`config.mk`:
```
export PLATFORM = sky130hd
export DESIGN_NAME = countdown_display_ctrl_flat
export DESIGN_NICKNAME = d
export VERILOG_FILES = /design/src/rtl/countdown_display_if.sv /design/src/rtl/countdown_display_ctrl.sv /design/src/flat_wrapper.sv
export SDC_FILE = /design/constraint.sdc
export NUM_CORES = 1
export LEC_CHECK = 0
export ABC_AREA = 1
export BUFFER_PORTS_ARGS = -buffer_cell sky130_fd_sc_hd__buf_2
export CELL_PAD_IN_SITES_DETAIL_PLACEMENT = 2
export CELL_PAD_IN_SITES_GLOBAL_PLACEMENT = 2
export CORE_UTILIZATION = 31
export CTS_CLUSTER_SIZE = 40
export DETAILED_ROUTE_END_ITERATION = 10
export GPL_TIMING_DRIVEN = 0
export PLACE_DENSITY_LB_ADDON = 0.05
export SETUP_SLACK_MARGIN = 0.3
export SLEW_MARGIN = 40
export SYNTH_ARGS = -nofsm -noshare
export SYNTH_HDL_FRONTEND = slang
export SYNTH_SLANG_ARGS = --single-unit
```
`constraint.sdc`:
```
create_clock -name clk -period 3.6 [get_ports clk]
set_clock_uncertainty 0.2 [all_clocks]
set_input_delay 0.36 -clock clk [delete_from_list [all_inputs] [get_ports clk]]
set_output_delay 0.36 -clock clk [all_outputs]
set_load 0.03 [all_outputs]
```
`src/rtl/countdown_display_if.sv`:
```
// rtl/countdown_display_if.sv - control/status bundle between board I/O and the countdown sequencer
//
// Ports (interface signals):
//   start, pause, load   level inputs toward the sequencer
//   load_value [WIDTH]   value captured on load
//   count [WIDTH]        registered counter value
//   display_segment [7]  registered active-low segments {g,f,e,d,c,b,a}
//   busy, done           registered status
// Modports: master drives the controls; slave is the sequencer side.
interface countdown_display_if #(
    parameter int WIDTH = 4
);
    logic             start;
    logic             pause;
    logic             load;
    logic [WIDTH-1:0] load_value;
    logic [WIDTH-1:0] count;
    logic [6:0]       display_segment;
    logic             busy;
    logic             done;

    modport master (
        output start, pause, load, load_value,
        input  count, display_segment, busy, done
    );

    modport slave (
        input  start, pause, load, load_value,
        output count, display_segment, busy, done
    );
endinterface

```
`src/rtl/countdown_display_ctrl.sv`:
```
// rtl/countdown_display_ctrl.sv - hex down-counter sequencer with prescaler and registered 7-segment decode
//
// Ports:
//   clk    in  system clock, rising edge
//   reset  in  synchronous active-high reset
//   bus    countdown_display_if.slave:
//            start/pause/load/load_value in, count/display_segment/busy/done out
// Parameters:
//   WIDTH       counter width; the display shows the low 4 bits
//   TICK_DIV    clk cycles per decrement (>= 1)
//   INIT_VALUE  count after reset and after start-from-DONE
module countdown_display_ctrl #(
    parameter int WIDTH      = 4,
    parameter int TICK_DIV   = 10,
    parameter int INIT_VALUE = 15
) (
    input  logic                 clk,
    input  logic                 reset,
    countdown_display_if.slave   bus
);

    // Prescaler needs at least one bit even when TICK_DIV == 1.
    localparam int               PW        = (TICK_DIV > 1) ? $clog2(TICK_DIV) : 1;
    localparam logic [PW-1:0]    PRESC_MAX = PW'(TICK_DIV - 1);
    localparam logic [WIDTH-1:0] INIT_CNT  = WIDTH'(INIT_VALUE);
    localparam logic [WIDTH-1:0] ONE_CNT   = WIDTH'(1);

    typedef enum logic [1:0] {
        S_IDLE  = 2'd0,
        S_RUN   = 2'd1,
        S_PAUSE = 2'd2,
        S_DONE  = 2'd3
    } state_t;

    state_t           state_q, state_d;
    logic [WIDTH-1:0] count_q, count_d;
    logic [PW-1:0]    presc_q, presc_d;
    logic             busy_q,  busy_d;
    logic             done_q,  done_d;
    logic [6:0]       seg_q,   seg_d;

    // Active-low {g,f,e,d,c,b,a}.
    function automatic logic [6:0] hex_to_seg(input logic [3:0] v);
        logic [6:0] s;
        case (v)
            4'h0:    s = 7'b1000000;
            4'h1:    s = 7'b1111001;
            4'h2:    s = 7'b0100100;
            4'h3:    s = 7'b0110000;
            4'h4:    s = 7'b0011001;
            4'h5:    s = 7'b0010010;
            4'h6:    s = 7'b0000010;
            4'h7:    s = 7'b1111000;
            4'h8:    s = 7'b0000000;
            4'h9:    s = 7'b0010000;
            4'hA:    s = 7'b0001000;
            4'hB:    s = 7'b0000011;
            4'hC:    s = 7'b1000110;
            4'hD:    s = 7'b0100001;
            4'hE:    s = 7'b0000110;
            default: s = 7'b0001110;
        endcase
        return s;
    endfunction

    always_comb begin
        state_d = state_q;
        count_d = count_q;
        presc_d = presc_q;

        unique case (state_q)
            S_IDLE: begin
                if (bus.load) begin
                    count_d = bus.load_value;
                end else if (bus.start) begin
                    // Starting from zero goes straight to DONE without a tick.
                    if (count_q != '0) begin
                        state_d = S_RUN;
                        presc_d = '0;
                    end else begin
                        state_d = S_DONE;
                    end
                end
            end
            S_RUN: begin
                // Pause beats a tick landing on the same cycle.
                if (bus.pause) begin
                    state_d = S_PAUSE;
                end else if (presc_q == PRESC_MAX) begin
                    presc_d = '0;
                    count_d = count_q - ONE_CNT;
                    // RUN is only ever entered with a non-zero count, so the
                    // last decrement is always from 1 and the count cannot wrap.
                    if (count_q == ONE_CNT) begin
                        state_d = S_DONE;
                    end
                end else begin
                    presc_d = presc_q + PW'(1);
                end
            end
            S_PAUSE: begin
                // Prescaler is held so the interrupted period resumes where it left off.
                if (!bus.pause) begin
                    state_d = S_RUN;
                end
            end
            S_DONE: begin
                if (bus.load) begin
                    state_d = S_IDLE;
                    count_d = bus.load_value;
                end else if (bus.start) begin
                    state_d = S_IDLE;
                    count_d = INIT_CNT;
                end
            end
            default: begin
                state_d = S_IDLE;
            end
        endcase

        busy_d = (state_d == S_RUN) || (state_d == S_PAUSE);
        done_d = (state_d == S_DONE) && (state_q != S_DONE);
        // Decoding the current register gives the one-cycle display lag.
        seg_d  = hex_to_seg(4'(count_q));
    end

    always_ff @(posedge clk) begin
        if (reset) begin
            state_q <= S_IDLE;
            count_q <= INIT_CNT;
            presc_q <= '0;
            busy_q  <= 1'b0;
            done_q  <= 1'b0;
            seg_q   <= hex_to_seg(4'(INIT_CNT));
        end else begin
            state_q <= state_d;
            count_q <= count_d;
            presc_q <= presc_d;
            busy_q  <= busy_d;
            done_q  <= done_d;
            seg_q   <= seg_d;
        end
    end

    assign bus.count           = count_q;
    assign bus.display_segment = seg_q;
    assign bus.busy            = busy_q;
    assign bus.done            = done_q;

endmodule

```
`src/flat_wrapper.sv`:
```
// flat-port wrapper written by rule: the top's interface ports become plain ports
module countdown_display_ctrl_flat 
#(
    parameter int WIDTH      = 4,
    parameter int TICK_DIV   = 10,
    parameter int INIT_VALUE = 15
)
  (clk, reset, bus_start, bus_pause, bus_load, bus_load_value, bus_count, bus_display_segment, bus_busy, bus_done);
  countdown_display_if #(.WIDTH(WIDTH)) bus_i ();
  input  logic clk;
  input  logic reset;
  input wire logic [$bits(bus_i.start)-1:0] bus_start;
  input wire logic [$bits(bus_i.pause)-1:0] bus_pause;
  input wire logic [$bits(bus_i.load)-1:0] bus_load;
  input wire logic [$bits(bus_i.load_value)-1:0] bus_load_value;
  output wire logic [$bits(bus_i.count)-1:0] bus_count;
  output wire logic [$bits(bus_i.display_segment)-1:0] bus_display_segment;
  output wire logic [$bits(bus_i.busy)-1:0] bus_busy;
  output wire logic [$bits(bus_i.done)-1:0] bus_done;
  assign bus_i.start = bus_start;
  assign bus_i.pause = bus_pause;
  assign bus_i.load = bus_load;
  assign bus_i.load_value = bus_load_value;
  assign bus_count = bus_i.count;
  assign bus_display_segment = bus_i.display_segment;
  assign bus_busy = bus_i.busy;
  assign bus_done = bus_i.done;
  countdown_display_ctrl #(.WIDTH(WIDTH), .TICK_DIV(TICK_DIV), .INIT_VALUE(INIT_VALUE)) u_core (.clk(clk), .reset(reset), .bus(bus_i));
endmodule
```
-- Word-level counts from Yosys, hierarchy flattened
Memory sizes are Yosys's and may differ from the RTL's. A register that Yosys moved wholly into a read port is not among the register bits.
Index checks and enable logic that the tools add are counted.
- register bits: 12
- latch bits: 0
- RAM bits: 0
- bits in read-only memories: 112
- bits of input ports: 9
- output and inout bits: 13
- memories kept: 1
- add/subtract/negate cells: 2
- multipliers: 0
- divide/modulo/power cells: 0
- magnitude comparators: 0
- equality and inequality tests: 16
- shift operators: 0
- muxes and demuxes: 22
- bitwise operators: 0
- reduce and logical (&&, ||, !) cells: 8
- memory list (memory ; words ; bits a word ; read ports ; clocked after memory_dff ; wr ports ; line ; text):
    (name not given) ; 16 ; 7 ; 1 ; 1 ; 0 ; countdown_display_ctrl.sv:45 ; case (v)
- operators with widths (operator ; count):
    4-bit 2-to-1 mux ; 10
    2-bit 2-to-1 mux ; 9
    4-bit one-hot mux with 3 select lines ; 1
    2-bit != test (second input constant) ; 5
    5-bit AND reduction ; 2
    2-bit == test (second input constant) ; 4
    2-bit one-hot mux with 4 select lines ; 1
    4-bit one-hot mux with 2 select lines ; 1
    4-bit by 1-bit adder with 4-bit output (second input constant) ; 1
    2-bit by 1-bit == test with 1-bit output (second input constant) ; 2
    4-bit by 1-bit == test with 1-bit output (second input constant) ; 1
    4-bit == test (second input constant) ; 1
    2-bit by 1-bit != test with 1-bit output (second input constant) ; 2
    4-bit nonzero test ; 1
    4-bit by 1-bit subtractor with 4-bit output (second input constant) ; 1
    3-bit != test (second input constant) ; 1
    3-bit nonzero test ; 1
    2-bit logical NOT ; 1
    2-bit nonzero test ; 1
    1-bit logical AND ; 1
    1-bit logical OR ; 1

-- Longest topological paths before layout
- depth in word-level cells: 7
- depth in mapped cells: 11
- depth with buffers taken out: 11

-- Worst setup path before layout
OpenSTA, ideal clock, no wires.
- path type: register to register
- start point: register u_core.count_q[0] (netlist: u_core.bus.count[0])
- end point: register u_core.busy_q (netlist: u_core.bus.busy)
- setup time: 0.109 ns
- arrival: 1.630 ns
- required time: 3.291 ns
- slack: 1.661 ns
- stages on the path, launching flop included: 10
- clock period less this slack: 1.939 ns
- cell sequence: dfxtp_1 -> inv_1 -> ha_1 -> nand2_1 -> o21ai_0 -> nand2_1 -> inv_1 -> ha_1 -> inv_1 -> nor2_1
- longest elaborated chain between the ends: 7
- ends and longest elaborated chain (what ; line ; text):
    start: declaration ; countdown_display_ctrl.sv:36 ; logic [WIDTH-1:0] count_q, count_d;
    start signal: assignment ; countdown_display_ctrl.sv:137 ; count_q <= count_d;
    4-bit by 1-bit == test with 1-bit output or 4-bit nonzero test (tied branches) ; countdown_display_ctrl.sv:94, countdown_display_ctrl.sv:77 ;
    2-bit 2-to-1 mux (on tied branches) ; countdown_display_ctrl.sv:94, countdown_display_ctrl.sv:77 ;
    2-bit 2-to-1 mux (on tied branches) ; countdown_display_ctrl.sv:89, countdown_display_ctrl.sv:75 ;
    2-bit 2-to-1 mux (on tied branches) ; countdown_display_ctrl.sv:87, countdown_display_ctrl.sv:73 ;
    2-bit one-hot mux with 4 select lines (*) ; countdown_display_ctrl.sv:71 ; unique case (state_q)
    net u_core.state_d[1] ; countdown_display_ctrl.sv:35 ; state_t state_q, state_d;
    2-bit by 1-bit == test with 1-bit output or 2-bit == test (tied branches) ; countdown_display_ctrl.sv:121 ; busy_d = (state_d == S_RUN) || (state_d == S_PAUSE);
    1-bit logical OR (*) ; countdown_display_ctrl.sv:121 ;
    net u_core.busy_d ; countdown_display_ctrl.sv:38 ; logic busy_q, busy_d;
    end signal: assignment ; countdown_display_ctrl.sv:139 ; busy_q <= busy_d;
    end: declaration ; countdown_display_ctrl.sv:38 ;
Mark *: on every way through the listed nets, which the timed path passes. The rest lies on a longest branch.
A chain may end at the register's enable or synchronous reset.

-- Worst setup path after layout
Same ends and word-level chain as after synthesis.

==> impl_metrics.toml <==
[clock_tree]
cts_tree = "done"
postCtsSetupBuffers = 0
cts_resized = 0
cts_hold_buffers = 0
cts.root.buffer_cell = "clkbuf_8"
clkLatencyLatePin_ns = 0.27
clock_path_buffers = 2
cts.clk_slew.worst_paths_ns = 0.08
clkSinkCount = 19
numCtsBuffers = 3
htreeDepth = 1

[final_layout]
nNetsFinal = 221
layoutNonFillerInstCount = 248
n_antenna_cell = 0
layout-drive-gt1-share = 0.168
stdcell_area_um2 = 1370
areaGrowthSynthToFinish_pct = 17.9

[floorplan]
initial_core_util = 0.336
dieArea_um2 = 4010
placementRows = 21
core_um2 = 3470
die_h_um = 63.3
pin_count = 22
dieWidth_um = 63.3

[placement]
routabilityCongestion = 0.744
dp.cells = 244
dp_hpwl_um = 2820
placed_area_um2 = 1330
port_buffers = 21

[timing]
fin_crit_ns = 2.04
tns_ns = 0
relSlewSlack = 0.758
grt_setup_unrepaired = "false"
fmax_mhz = 491
period_share = 0.566
drv_slew = 0
tightest_slew_ns = 0.359
hold_violations = 0
finalSetupViolCount = 0

[route]
totalWireLength_um = 3560
dr_total_vias = 1225
drt_iter0_drc = 20
drc_errors = 0
vias_per_cell = 4.94
dr.pass1.iters = 3
wl_per_cell_um = 14.4
drtAntennaViolNets = 0

[yosys]
ys_top_cells_by_area = "dfxtp_1 (33%), nand2_1 (15%), nand3_1 (10%), ha_1 (9.7%), inv_1 (8.1%)"
synthDistinctLibCells = 22
syn_inst = 177
synthArstFlopShare = 0
synth_edf_count = 0
synth_most_common_cell = "nand2_1"
yosys_warnings = 0
syn_avg_cell_area_um2 = 6.58
synth_top_cell_area_share = 0.327
synth_flop_cell = "dfxtp_1"
ys_seq_area_frac = 0.327
syn_nets = 195
synth_common_cells = "nand2_1 (47), inv_1 (25), nand3_1 (24)"
ys_seq_elements = 19
syn_area_um2 = 1160
synth_top_cell_by_area = "dfxtp_1"

[global_route]
grt_pass1_wl_um = 5990
grt_pass1_vias = 1274
gr-total-overflow = 0
grt_max_degree = 12
grt_use_total = 0.194
antenna_found_initial = 0

[hold_path]
hold_path_startpoint = "reset"
hold_path_class = "input pin to flop"
hold_end = "u_core.bus.busy$_SDFF_PP0_"
hold_depth = 2

[setup_path]
crit_required_ns = 3.56
worstSetupPathType = "flop to flop"
reg2reg_depth = 9
r2r-end = "u_core.bus.busy$_SDFF_PP0_"
timing.reg2reg.setup_slack_ns = 1.56
end_kind = "flop"
crit_path_max_fanout = 9
startpoint_type = "flop"
worstReg2RegStart = "u_core.bus.count[0]$_SDFFE_PP1P_"
worstPathArrival_ns = 2.00

[run]
maxCapViolCount = 0

[status]
status = "complete, no violations"

[pwr]
power.total_uw = 826
max-vdd-ir-drop_v = 0.000217
leakage_nw = 0.719
powerDensity_nw_per_um2 = 601
kinds of logic (layout without fill, tap and decap cells):
| logic type | after synthesis | in the layout | synth area share |
|---|---|---|---|
| fa+ha+maj | 9 | 9 | 0.0967 |
| simple gates | 99 | 99 | 0.368 |
| compound gates | 21 | 21 | 0.112 |
| buf+inv | 29 | 54 | 0.0967 |
| flops | 19 | 19 | 0.327 |
per-layer routing:
layer  share of wire  track usage
met5               0            0
met2            0.48        0.336
met4           0.012       0.0682
met3           0.025       0.0254
met1            0.48        0.246
cell type report:
| cell class | count | area [um2] |
|---|---|---|
| plain buffers | 3 | 15.0 |
| clock buffers | 3 | 41.3 |
| clock inverters | 1 | 5.00 |
| fillers | 459 | 2090 |
| inverters | 26 | 97.6 |
| multi-input cells | 129 | 672 |
| flip-flops and latches | 19 | 380 |
| well taps | 46 | 57.6 |
| repair buffers | 21 | 105 |
through the flow:
stage          hold WS, ns   util  setup slack (ns)
2_1_floorplan        0.229      -              1.66
3_3_place_gp         0.331  0.383              1.71
3_5_place_dp         0.351  0.383              1.60
4_1_cts              0.162  0.396              1.54
5_1_grt              0.178  0.396              1.43
6_report             0.162  0.396              1.56
worst max-delay path by stage:
stage	from	cells past startpoint	end
finish	u_core.bus.count[0]$_SDFFE_PP1P_	9	u_core.bus.busy$_SDFF_PP0_
global route	u_core.bus.count[0]$_SDFFE_PP1P_	9	u_core.bus.busy$_SDFF_PP0_
CTS	u_core.bus.count[0]$_SDFFE_PP1P_	9	u_core.bus.busy$_SDFF_PP0_
detailed placement	u_core.bus.count[0]$_SDFFE_PP1P_	9	u_core.bus.busy$_SDFF_PP0_
global placement	u_core.bus.count[0]$_SDFFE_PP1P_	9	u_core.bus.busy$_SDFF_PP0_
floorplan	u_core.bus.count[0]$_SDFFE_PP1P_	9	u_core.bus.busy$_SDFF_PP0_
where the power goes:
part / switching, mW / internal (mW) / total [mW] / leakage [nW]
logic: 0.262 / 0.113 / 0.375 / 0.536
clock network: 0.0827 / 0.0773 / 0.160 / 0.0255
registers: 0.0363 / 0.255 / 0.291 / 0.157
total: 0.381 / 0.445 / 0.826 / 0.719
cells in the final DEF, fill, tap and decap left out, types with 2 or more instances in the layout:
| cell type | synthesis | routed |
|---|---|---|
| a21oi_1 | 7 | 7 |
| buf_2 | 3 | 24 |
| clkbuf_8 | 0 | 3 |
| dfxtp_1 | 19 | 19 |
| ha_1 | 9 | 9 |
| inv_1 | 25 | 25 |
| nand2_1 | 47 | 47 |
| nand3_1 | 24 | 24 |
| nand4_1 | 3 | 3 |
| nor2_1 | 20 | 20 |
| o21ai_0 | 7 | 7 |
| o311ai_0 | 2 | 2 |
critical path, stage by stage (launching register included):
cell	delay [ns]
dfxtp_1	0.36
inv_1	0.27
ha_1	0.29
nand2_1	0.11
o21ai_0	0.17
nand2_1	0.12
inv_1	0.08
ha_1	0.23
inv_1	0.06
nor2_1	0.03
flip-flops by register name, summed over array words and instances, names as in the netlist:
| name | flops |
|---|---|
| u_core.bus.busy | 1 |
| u_core.presc_q | 4 |
| u_core.bus.count | 4 |
| u_core.state_q | 2 |
| u_core.bus.done | 1 |
| u_core.bus.display_segment | 7 |
(Power assumes the default switching activity.)
